==> src/rtl/led_frame_capture_buffer.sv <==
// Double-banked LED frame capture: beats indexed by loop_count fill a shadow bank,
// and a complete frame is committed atomically to the active bank when CTS is granted.
module led_frame_capture_buffer #(
  parameter int DATA_W = 48,
  parameter int NUM_CH = 4,
  parameter int IDX_W  = 2
) (
  input  logic                     sys_clk,
  input  logic                     sys_resetb,
  input  logic                     init,
  input  logic                     data_valid,
  output logic                     data_ready,
  input  logic [IDX_W-1:0]         loop_count,
  input  logic [DATA_W-1:0]        DATA_i,
  input  logic                     CTS,
  input  logic                     error_flag,
  output logic [NUM_CH*DATA_W-1:0] DATA_output,
  output logic [NUM_CH-1:0]        loaded_mask,
  output logic                     frame_valid,
  output logic                     commit_pulse,
  output logic                     beat_err
);

  typedef enum logic [1:0] {
    IDLE,
    FILL,
    PEND
  } state_t;

  state_t                    state;
  logic [NUM_CH*DATA_W-1:0]  shadow;
  logic [NUM_CH-1:0]         beat_hit;
  logic                      in_range;
  logic                      dup_hit;
  logic                      completes;

  // One-hot decode of the beat target; all zeros means loop_count is out of range.
  // NOTE: every always_comb output gets a default first so no latch is inferred.
  always_comb begin
    beat_hit = '0;
    for (int k = 0; k < NUM_CH; k++) begin
      beat_hit[k] = (loop_count == IDX_W'(k));
    end
  end

  assign in_range   = |beat_hit;
  assign dup_hit    = |(beat_hit & loaded_mask);
  assign completes  = &(loaded_mask | beat_hit);
  assign data_ready = (state == FILL);

  // NOTE: sequential state uses non-blocking assignments only, so every register
  // samples pre-edge values regardless of statement order.
  // NOTE: both banks are reset because downstream decoders must see all-zero data
  // until the first commit; this costs a reset on every storage bit.
  always_ff @(posedge sys_clk or negedge sys_resetb) begin
    if (!sys_resetb) begin
      state        <= IDLE;
      shadow       <= '0;
      DATA_output  <= '0;
      loaded_mask  <= '0;
      frame_valid  <= 1'b0;
      commit_pulse <= 1'b0;
      beat_err     <= 1'b0;
    end else begin
      commit_pulse <= 1'b0;
      beat_err     <= 1'b0;
      if (init) begin
        shadow      <= '0;
        DATA_output <= '0;
        loaded_mask <= '0;
        frame_valid <= 1'b0;
        state       <= FILL;
      end else begin
        case (state)
          IDLE: ;
          FILL: begin
            if (error_flag) begin
              loaded_mask <= '0;
            end else if (data_valid) begin
              if (in_range) begin
                for (int k = 0; k < NUM_CH; k++) begin
                  if (beat_hit[k]) shadow[k*DATA_W +: DATA_W] <= DATA_i;
                end
                loaded_mask <= loaded_mask | beat_hit;
                beat_err    <= dup_hit;
                if (completes) state <= PEND;
              end else begin
                beat_err <= 1'b1;
              end
            end
          end
          PEND: begin
            // Beats are not accepted here, so they neither load nor flag errors.
            if (error_flag) begin
              loaded_mask <= '0;
              state       <= FILL;
            end else if (CTS) begin
              DATA_output  <= shadow;
              loaded_mask  <= '0;
              frame_valid  <= 1'b1;
              commit_pulse <= 1'b1;
              state        <= FILL;
            end
          end
          default: state <= IDLE;
        endcase
      end
    end
  end

endmodule

==> config.mk <==
export PLATFORM = sky130hd
export DESIGN_NAME = led_frame_capture_buffer
export DESIGN_NICKNAME = d
export VERILOG_FILES = /design/src/rtl/led_frame_capture_buffer.sv
export SDC_FILE = /design/constraint.sdc
export NUM_CORES = 1
export LEC_CHECK = 0
export ABC_AREA = 1
export CAP_MARGIN = 10
export CORE_UTILIZATION = 40
export CTS_CLUSTER_SIZE = 16
export DETAILED_ROUTE_END_ITERATION = 10
export RECOVER_POWER = 25
export SYNTH_ARGS = -nofsm -noshare
export SYNTH_HDL_FRONTEND = slang
export SYNTH_SLANG_ARGS = --single-unit
==> constraint.sdc <==
create_clock -name sys_clk -period 2.57 [get_ports sys_clk]
set_input_delay 0.771 -clock sys_clk [delete_from_list [all_inputs] [get_ports sys_clk]]
set_output_delay 0.771 -clock sys_clk [all_outputs]
set_load 0.05 [all_outputs]
### After elaboration in Yosys (flattened, before gate mapping)

Index checks and enable logic that the tools add are counted.

* memory bits (read-only): 0
* output and inout bits: 200
* latch bits: 0
* RAM bits: 0
* word-level logic and storage cells: 89
* flip-flop bits (word level): 393
* memories kept: 0

* equal/unequal tests: 14
* bitwise logic cells: 2
* divide/modulo/power cells: 0
* add/subtract/negate cells: 0
* reductions and logical operators: 22
* magnitude comparators: 0
* shift operators: 0
* multiply operators: 0
* multiplexer cells: 41

Operators with widths (count)
* $mux 192: 9
* $mux 48: 4
* $mux 4: 6
* $reduce_and 5->1: 4
* $reduce_bool 2->1: 9
* $mux 2: 7
* $mux 1: 13
* $pmux 4 s2: 1
* $reduce_and 4->1: 2
* $reduce_or 4->1: 2
* $eq 2x2->1 const B: 3
* $ne 3x2->1 const B: 2
* $ne 3x3->1 const B: 2
* $pmux 2 s3: 1
* $reduce_and 6->1: 1
* $and 4x4->4: 1
* $eq 2x1->1 const B: 2
* $logic_not 2->1: 2
* $ne 2x2->1 const B: 2
* $ne 4x2->1 const B: 1
* $ne 4x3->1 const B: 1
* $ne 4x4->1 const B: 1
* $or 4x4->4: 1
* $reduce_and 3->1: 1
* $reduce_bool 3->1: 1

### Longest topological paths before layout

Gate-level depths: netlist (run 1).

* depth after elaboration: 9
* mapped depth: 10
* mapped depth without buffers: 9

### Worst setup path before layout (run 1)

Ideal clock, no wire load.

* path kind: input to register
* from: in error_flag
* to: reg shadow[151]
* slack: 725 ps
* arrival time: 1715 ps
* data required time: 2440 ps
* cell stages on the path: 8
* buffers on the path: 2
* cells stage by stage: inv_1 -> nand2_2 -> nor2_1 -> a31oi_2 -> buf_4 -> buf_4 -> nand2_1 -> o21ai_0

* cells in the longest elaborated chain, start to end: 2

RTL lines
* from (decl): RTL line 16 `input logic error_flag,`
* $ne 2x2->1 (no source line)
* $reduce_and 5->1 (no source line)
* to (signal, indexed assignment): RTL line 82 `if (beat_hit[k]) shadow[k*DATA_W +: DATA_W] <= DATA_i;`
* to (decl): RTL line 31 `logic [NUM_CH*DATA_W-1:0] shadow;`

No other way between the ends.
A chain may end at the register's enable or synchronous reset.

### Worst setup path in the final report (run 1)

* from: reg DATA_output[114]
* to: out DATA_output[114]

RTL lines
* from (decl): RTL line 17 `output logic [NUM_CH*DATA_W-1:0] DATA_output,`
* from (signal assigned): RTL line 98 `DATA_output <= shadow;`

No word-level cell between the ends.

==> key figures, run 1 <==
Run status
  – Outcome: finished clean

Floorplan
  – Initial Utilization: 0.407
  – Cell Rows: 71
  – Core box area: between 30000 and 40000 sq um
  – Chip height: approximately 200 um
  – Die Wd: 198 um
  – Die ar.: between 30000 and 40000 sq um
  – Io pins: 256

Global routing
  – First-pass GRT wire length: 65800 um
  – Largest net degree at the start of global routing: slightly above 70
  – GRT Total Usage: 0.212
  – Initial antenna violation count: 1
  – Vias in the first global route: between 10000 and 15000
  – Grt total ovfl: 0

Synth
  – Yosys reg bits: a little under 400
  – Post-Synth Simple-Gate Area: 0.157
  – Synthesized area: ~15000 sq um
  – Syn avg cell area: 9.44 sq um
  – Adder-Cell Fraction of Synth Area: 0
  – Synthesized instance count: 1627
  – Compound-Gate Fraction of Synth Area: 0.118
  – Post-Syn Nets: about 1700
  – XOR/XNOR Fraction of Synth Area: 0
  – Multiplexer share of the synthesized area: 0
  – Ys Warns: 0
  – Seq/Total Area, Yosys: 0.640
  – Cell variety after synth: 20
  – Largest family of logic cells by synthesized area: simple AND/OR/NAND/NOR gates

STA
  – Period utilization: 0.985
  – Final setup vio count: 0
  – Relative slew slack: 0.102
  – Fin. Hold Viols: 0
  – Slew Limit Fails: 0
  – Fin crit period: approximately 2500 ps
  – Worst-Margin Slew: roughly 1300 ps
  – Clock skew: 8.34 ps
  – Max Clk Rate: ~390 MHz

Setup path
  – CP cell instances: clkdlybuf4s50_1
  – Crit path DAT: 1760 ps
  – CP Max Fanout: 2
  – Critical path's top delay family: buffers and inverters
  – Worst path slowest cell: clkdlybuf4s50_1
  – Required time of the critical path: 1800 ps
  – Worst path buffer plus inverter count: 1
  – Crit path launch type: flop
  – Max incr delay on CP: a little over 800 ps
  – CP Class: reg -> out
  – Worst Setup End Kind: output pin

Pwr
  – Logic pwr share: 0.170
  – Switching share of power: 0.288
  – PD cells: 760 nW/um^2
  – Worst IR Drop VDD: ~0.45 mV
  – Switching Power: around 4.4 mW
  – Seq pwr share: 0.454
  – Leakage power: a little under 10 nW
  – Clock Power Share: 0.376
  – Internal power: roughly 11 mW

Place
  – Hpwl dp: around 27000 um
  – Post-DP Area: 18900 sq um
  – I/O Buffers: 255
  – RD Place Congestion: 0.822

Clock tree
  – # clock sinks: approximately 390
  – H-tree depth: 2
  – Root Buffer: clkbuf_16
  – Num CTS Buffers: 42
  – Cts hold-fix bufs: 0
  – Worst-path clk slew: roughly 60 ps
  – Max clock buf depth: 3
  – Post_cts resized: 0
  – Post-CTS Setup Bufs: 0
  – Skew-Pair Late Insertion Delay: about 520 ps
  – CTS tree: yes

Route
  – Drt drc: 0
  – Post-route ant nets: 0
  – Via count: about 12000
  – Wire per inst: about 17 um
  – Total Routed Length: between 40000 and 50000 um
  – Initial DRC count: 691
  – Pre-antenna DRT Iters: 5
  – Vias per cell: 4.91

Layout
  – Fraction of layout cells with a size suffix above 1: 0.0687
  – Utilization after layout: 0.533
  – Final Cell Area: slightly above 20000 sq um
  – Fillcell total: around 3400
  – Register area: around 10000 sq um
  – Syn-to-layout area delta: 30.9%
  – Nets: between 1500 and 2000
  – Multi-input gate area: about 4200 sq um

Min path
  – Hold Crit Class: reg -> reg

Job
  – Max Cap Viol: 0
## final timing paths
path,endpoint,startpoint,slack [ps],cells past startpoint
max in group asynchronous,shadow[34],sys_resetb,430,2
worst max-delay path,DATA_output[114],DATA_output[114],40,1
worst min register to register,DATA_output[161],shadow[161],470,2
worst max register to register,loaded_mask[1],state[0],980,6
min in group asynchronous,shadow[59],sys_resetb,550,1
worst min-delay path,DATA_output[161],shadow[161],470,2
## cell usage after synthesis
cell type	number	area, sq um
a21oi_1	2	10.0
o21bai_1	2	15.0
nand3_1	198	991
nand2_2	4	25.0
buf_6	8	90.1
buf_4	15	113
clkbuf_1	47	176
o31ai_4	2	42.5
dfrtp_1	393	9830
a211oi_1	1	7.51
buf_2	25	125
inv_2	2	7.51
o21ai_0	314	1570
a31oi_2	1	12.5
nor2_1	9	33.8
nand2_1	361	1360
inv_1	201	754
o21ai_1	28	140
o22ai_1	1	6.26
buf_1	13	48.8
## metrics by stage
step | cells | hold WS, ps | setup TNS (ps) | power (mW) | setup slack [ps]
2_1_floorplan | 1627 | 442 | 0 | 8.55 | 725
3_3_place_gp | 2347 | 456 | 0 | 9.64 | 92.3
3_5_place_dp | 2347 | 452 | -1.97 | 9.68 | -1.97
4_1_cts | 2417 | 173 | 0 | 15.5 | 4.41
5_1_grt | 2418 | 489 | -19.7 | 15.9 | -19.7
6_report | 2418 | 472 | 0 | 15.3 | 38.2
## metal layers
layer | GRT usage | share of wire | vias to the layer above
met5 | 0 | 0 | -
met4 | 0.0583 | 0.021 | 0
met2 | 0.340 | 0.46 | 301
met1 | 0.291 | 0.45 | 5792
met3 | 0.0443 | 0.062 | 64
li1 | - | - | 5710
## worst reg2reg max path: cells and delay by family, from the launching register on
family,cells,cell delay (ps)
and+or+nand+nor,4,520
AOI/OAI and AO/OA,2,490
DFF,1,420
## state kept, by name (all words and copies together), names as in the netlist
signal and cells:
beat_err 1, DATA_output 192, shadow 192, state 2, loaded_mask 4, frame_valid 1
commit_pulse 1
## power groups by stage
stage	Sequential [mW]	Combinational (mW)	Clock, mW
final	6.94	2.60	5.75
after global routing	6.99	2.82	6.12
after CTS	6.95	2.65	5.87
after detailed placement	7.05	2.64	0
after global placement	7.04	2.60	0
after floorplan	7.80	0.752	0
## layout make-up
type | instances | share of cell area
Timing Repair Buffer | 317 | 0.165
Clock inverter | 8 | 0.00355
Clock buffer | 62 | 0.0610
Tap cell | 511 | 0.0318
Inverter | 203 | 0.0383
Multi-Input combinational cell | 923 | 0.211
Sequential cell | 393 | 0.489
Antenna cell | 1 | 0.000124
## kinds of logic (layout without fill, tap and decap cells)
logic type,Yosys count,after routing
AO/OA/AOI/OAI,351,351
buffers and inverters,311,590
flip-flops,393,393
other,0,1
AND/OR/NAND/NOR,572,572
## layout by cell type, fill, tap and decap left out, drive strengths merged
master	n
dfrtp	393
nand2	365
o21ai	342
clkdlybuf4s50	241
inv	204
nand3	198
clkbuf	71
buf	56
dlymetal6s2s	11
nor2	9
clkinv	5
o21bai	2
a21oi	2
o31ai	2
diode	1
o22ai	1
a211oi	1
a31oi	1
clkinvlp	1
bufinv	1
No activity file was read; power rests on OpenSTA's default activity.
==> inputs of run 2 (changes only) <==
CAP_MARGIN = default   (was 10)
CORE_UTILIZATION = 53   (was 40)
PLACE_DENSITY = 0.8   (was default)
clock period = 2.5 ns   (was 2.57 ns; I/O delays follow)
==> run 2 against run 1 <==
  * Via count grew 3.1%
  * Worst setup slack lost 13 ps
  * Hold slack lost 5.4 ps
  * First-iteration DRC count grew 65%
  * Wire length shrank 3.6%
  * Global-route usage grew 5.8 points
  * Die area shrank 24%
  * Flip-flop and latch count is the same
  * Final cell count shrank 6.7%
==> key figures, run 2 (synthesis gave the netlist of run 1 again) <==
Floorplan
  – Io pins: about 260
  – Chip height: roughly 170 um
  – Die ar.: between 20000 and 30000 sq um
  – Die Wd: about 170 um
  – Cell Rows: 61
  – Initial Utilization: 0.545
  – Core box area: around 28000 sq um

Route
  – Met2 WL: between 15000 and 20000 um
  – Via count: ~12000
  – Pre-antenna DRT Iters: 5
  – Total Routed Length: between 30000 and 40000 um
  – Drt drc: 0
  – Wire per inst: between 15 and 20 um
  – Vias per cell: about 5.4
  – Post-route ant nets: 0
  – WL met1: 15900 um
  – Met3 wire len: about 3000 um
  – Max Used Layer: met5
  – Initial DRC count: between 1000 and 1500

Setup path
  – Worst path buffer plus inverter count: 1
  – Max incr delay on CP: ~820 ps
  – R2R depth: 6
  – FF-to-FF setup slack: 830 ps
  – CP Max Fanout: 2
  – Worst path slowest cell: clkdlybuf4s50_1
  – Crit path launch type: flop
  – CP cell instances: clkdlybuf4s50_1
  – CP Class: reg -> out
  – Worst Setup End Kind: output pin
  – Critical path's top delay family: buffers and inverters
  – Crit path DAT: 1720 ps
  – Stages on the worst setup path: 1
  – Required time of the critical path: 1750 ps

Clock tree
  – H-tree depth: 2
  – CTS tree: yes
  – # clock sinks: between 300 and 400
  – Worst-path clk slew: 60 ps
  – Num CTS Buffers: 39
  – Root Buffer: clkbuf_16
  – Max clock buf depth: 3
  – Skew-Pair Late Insertion Delay: roughly 510 ps

Global routing
  – Initial antenna violation count: 1
  – Grt total ovfl: 0
  – Largest net degree at the start of global routing: between 80 and 90
  – Vias in the first global route: 12200
  – First-pass GRT wire length: 62800 um
  – GRT Total Usage: 0.270

Place
  – RD Place Congestion: just over 0.8
  – Post-DP Area: between 15000 and 20000 sq um
  – I/O Buffers: 255
  – Hpwl dp: 25100 um

STA
  – Fin crit period: 2470 ps
  – RSZ-0062 raised after global routing: false
  – Final setup TNS: 0 ps
  – Hold_ws: 467 ps
  – Max Clk Rate: just over 400 MHz
  – Final setup vio count: 0
  – Worst-Margin Slew: roughly 1300 ps
  – Relative slew slack: 0.156
  – Slew Limit Fails: 0
  – Fin. Hold Viols: 0
  – Period utilization: 0.990
  – Clock skew: ~18 ps

Layout
  – Fillcell total: roughly 2000
  – Nets: ~1900
  – Commonest non-fill, non-tap cell in the layout: dfrtp_1
  – Diode count: 0
  – Final Cell Area: just under 20000 sq um
  – Commonest non-fill, non-tap cells in the layout: 393 x dfrtp_1, 361 x nand2_1, 314 x o21ai_0
  – Fraction of layout cells with a size suffix above 1: 0.0591
  – Syn-to-layout area delta: 28.2%
  – Top flop regs: DATA_output x192, shadow x192, loaded_mask x4

Min path
  – Worst hold stages: 2
  – Hold Crit Class: reg -> reg

Pwr
  – Tot Pwr: 15.3 mW
  – Leakage power: about 10 nW
  – Worst IR Drop VDD: around 0.48 mV
  – PD cells: slightly below 800 nW/um^2

Run status
  – Outcome: finished clean

Job
  – Max Cap Viol: 0
==> run 2: changes by cell type in the layout (fill, tap and decap cells not counted), moves of 2 or more <==
cell,before,now
dlygate4sd2_1,0,6
clkbuf_8,8,11
clkbuf_16,43,39
clkbuf_1,14,6
buf_12,24,18
buf_4,32,20
clkbuf_4,4,2
dlymetal6s2s_1,11,43
clkdlybuf4s50_1,241,202
==> run 2: final cells by class <==
class / instances / area (sq um) / area share
flip-flops and latches: 393 / 9830 / 0.499
inverters: 203 / 769 / 0.0391
multi-input cells: 923 / 4240 / 0.215
clock inverters: 8 / 68.8 / 0.00349
clock buffers: 55 / 1150 / 0.0582
repair buffers: 295 / 3160 / 0.160
well taps: 378 / 473 / 0.0240
==> run 2: layer usage <==
| layer | up-vias | global-route usage |
|---|---|---|
| met3 | 84 | 0.0595 |
| met1 | 6010 | 0.364 |
| met2 | 473 | 0.434 |
| li1 | 5663 | - |
| met5 | - | 0 |
| met4 | 2 | 0.0958 |
==> run 2: what timing repair did <==
| action | CTS | global route |
|---|---|---|
| hold buffers | 0 | 0 |
| gates cloned | 0 | 0 |
| setup buffers | 0 | 0 |
| endpoints found under the setup margin | 6 | 43 |
| endpoints found under the hold margin | 0 | 0 |
| resized for setup | 6 | 43 |
| pin swaps | 0 | 0 |
==> run 2: per-stage QoR <==
stage | utilization | setup WS [ps] | cells
floorplan | - | 676 | 1627
global placement | 0.654 | 109 | 2192
detailed placement | 0.654 | 20.4 | 2192
CTS | 0.697 | 0.618 | 2255
global route | 0.699 | 0.0127 | 2255
finish | 0.699 | 25.1 | 2255
==> run 2: path summary, 6_finish.rpt <==
path                                 startpoint               end
worst max-delay path            DATA_output[54]   DATA_output[54]
worst min-delay path                shadow[176]  DATA_output[176]
worst max register to register         state[0]   DATA_output[55]
worst min register to register      shadow[176]  DATA_output[176]
max in group asynchronous            sys_resetb  DATA_output[179]
min in group asynchronous            sys_resetb  DATA_output[155]
==> run 2: power breakdown <==
part           total, mW  switching, mW  internal (mW)  leakage [nW]
logic               2.63           1.83          0.796          4.22
registers           7.14          0.266           6.87          5.21
clock network       5.57           2.29           3.27         0.608
total               15.3           4.39           10.9          10.0
==> inputs of run 3 (changes only) <==
CORE_UTILIZATION = 30   (was 53)
CTS_BUF_LIST = sky130_fd_sc_hd__clkbuf_4   (was default)
PLACE_DENSITY = default   (was 0.8)
==> run 3 against run 2 <==
  * Largest cell class unchanged
  * Hold slack got worse by 38 ps
  * Final cell count increased by 19%
  * Die area increased by 76%
  * Sequential share of layout area decreased by 1.5 points
  * Critical path depth unchanged
  * Core utilization decreased by 30 points
  * Wire length increased by 9.5%
  * Worst setup slack improved by 69 ps
  * Fmax increased by 2.9%
==> key figures, run 3 (synthesis gave the netlist of run 1 again) <==
Run status
  – Outcome: finished clean

Global routing
  – First-pass GRT wire length: between 60000 and 70000 um
  – Largest net degree at the start of global routing: 89
  – Initial antenna violation count: 4
  – GRT Total Usage: 0.166
  – Grt total ovfl: 0
  – Vias in the first global route: between 10000 and 15000

STA
  – Fin. Hold Viols: 0
  – Hold_ws: ~430 ps
  – Final setup margin: about 94 ps
  – Period utilization: 0.962
  – Fin crit period: between 2000 and 2500 ps
  – Max Clk Rate: 416 MHz
  – Final setup TNS: 0 ps
  – Clock skew: roughly 52 ps
  – Worst-Margin Slew: about 1400 ps
  – Final setup vio count: 0
  – Slew Limit Fails: 0
  – Relative slew slack: 0.0578

Route
  – Total Routed Length: roughly 43000 um
  – Wire per inst: between 15 and 20 um
  – WL met1: 18700 um
  – Drt drc: 0
  – Max Used Layer: met5
  – Pre-antenna DRT Iters: 5
  – Initial DRC count: 817
  – Met2 WL: ~20000 um
  – Post-route ant nets: 0
  – Met3 wire len: between 2000 and 3000 um
  – Vias per cell: around 4.6
  – Via count: about 12000

Layout
  – Syn-to-layout area delta: 32.1%
  – Commonest non-fill, non-tap cells in the layout: 392 x dfrtp_1, 361 x nand2_1, 314 x o21ai_0
  – Nets: 1991
  – Final Cell Area: approximately 20000 sq um
  – Final cell count without fillers: ~2700
  – Register area: ~9800 sq um
  – Multi-input gate area: around 4200 sq um
  – Fillcell total: roughly 5000
  – Fraction of layout cells with a size suffix above 1: 0.212
  – Utilization after layout: 0.403
  – Commonest non-fill, non-tap cell in the layout: dfrtp_1
  – Top flop regs: DATA_output x192, shadow x192, loaded_mask x4

Setup path
  – FF-to-FF setup slack: 820 ps
  – CP Class: reg -> out
  – Max incr delay on CP: between 400 and 500 ps
  – Critical path's top delay family: flip-flops
  – Crit path launch type: flop
  – Stages on the worst setup path: 1
  – R2R depth: 8
  – Worst path buffer plus inverter count: 1
  – Worst path slowest cell: dfrtp_1
  – Crit path DAT: roughly 1700 ps
  – Required time of the critical path: 1750 ps
  – CP cell instances: clkdlybuf4s15_2
  – Worst Setup End Kind: output pin
  – CP Max Fanout: 2

Pwr
  – Tot Pwr: 15.2 mW
  – PD cells: 747 nW/um^2
  – Worst IR Drop VDD: around 0.35 mV
  – Leakage power: 9.63 nW

Job
  – Max Cap Viol: 0

Place
  – RD Place Congestion: a little over 0.8
  – I/O Buffers: about 260
  – Place WS: -1.06 ps
  – Hpwl dp: about 28000 um
  – Placed insts: around 2500
  – Post-DP Area: 18800 sq um

Floorplan
  – Cell Rows: between 80 and 90
  – Die Wd: between 200 and 250 um
  – Initial Utilization: 0.305
  – Chip height: around 230 um
  – Io pins: roughly 260
  – Die ar.: 52100 sq um
  – Core box area: between 50000 and 60000 sq um

Clock tree
  – Num CTS Buffers: between 100 and 150
  – Post-CTS Setup Bufs: 0
  – # clock sinks: slightly below 400
  – Root Buffer: clkbuf_4
  – Max clock buf depth: 3
  – Skew-Pair Late Insertion Delay: approximately 840 ps
  – Worst-path clk slew: 70 ps
  – H-tree depth: 3
  – CTS tree: yes

Min path
  – Hold Crit Class: reg -> reg
  – Worst hold stages: 2
-- run 3: what timing repair did --
item | in CTS | in global routing
endpoints found under the setup margin | 185 | 2
resized for setup | 560 | 3
hold buffers | 1 | 0
endpoints found under the hold margin | 32 | 0
-- run 3: path summary, 6_finish.rpt --
kind,start,to
max in group asynchronous,sys_resetb,DATA_output[32]
max,DATA_output[178],DATA_output[178]
max reg2reg,state[0],DATA_output[156]
min in group asynchronous,sys_resetb,DATA_output[86]
min,shadow[188],DATA_output[188]
min reg2reg,shadow[188],DATA_output[188]
-- run 3: where the power goes --
part	switching [mW]	internal [mW]
logic	1.84	0.756
registers	0.275	6.87
clock network	2.62	2.80
-- run 3: final cells by class --
type | count | area share
diodes | 2 | 0.000247
repair buffers | 308 | 0.163
flip-flops and latches | 393 | 0.485
well taps | 672 | 0.0414
multi-input cells | 923 | 0.209
inverters | 203 | 0.0380
clock inverters | 29 | 0.00574
clock buffers | 154 | 0.0570
-- run 3: layer usage --
layer  track usage  vias to the layer above
li1              -                     5895
met1         0.210                     6011
met4        0.0688                        4
met3        0.0469                       70
met2         0.266                      368
met5             0                        -
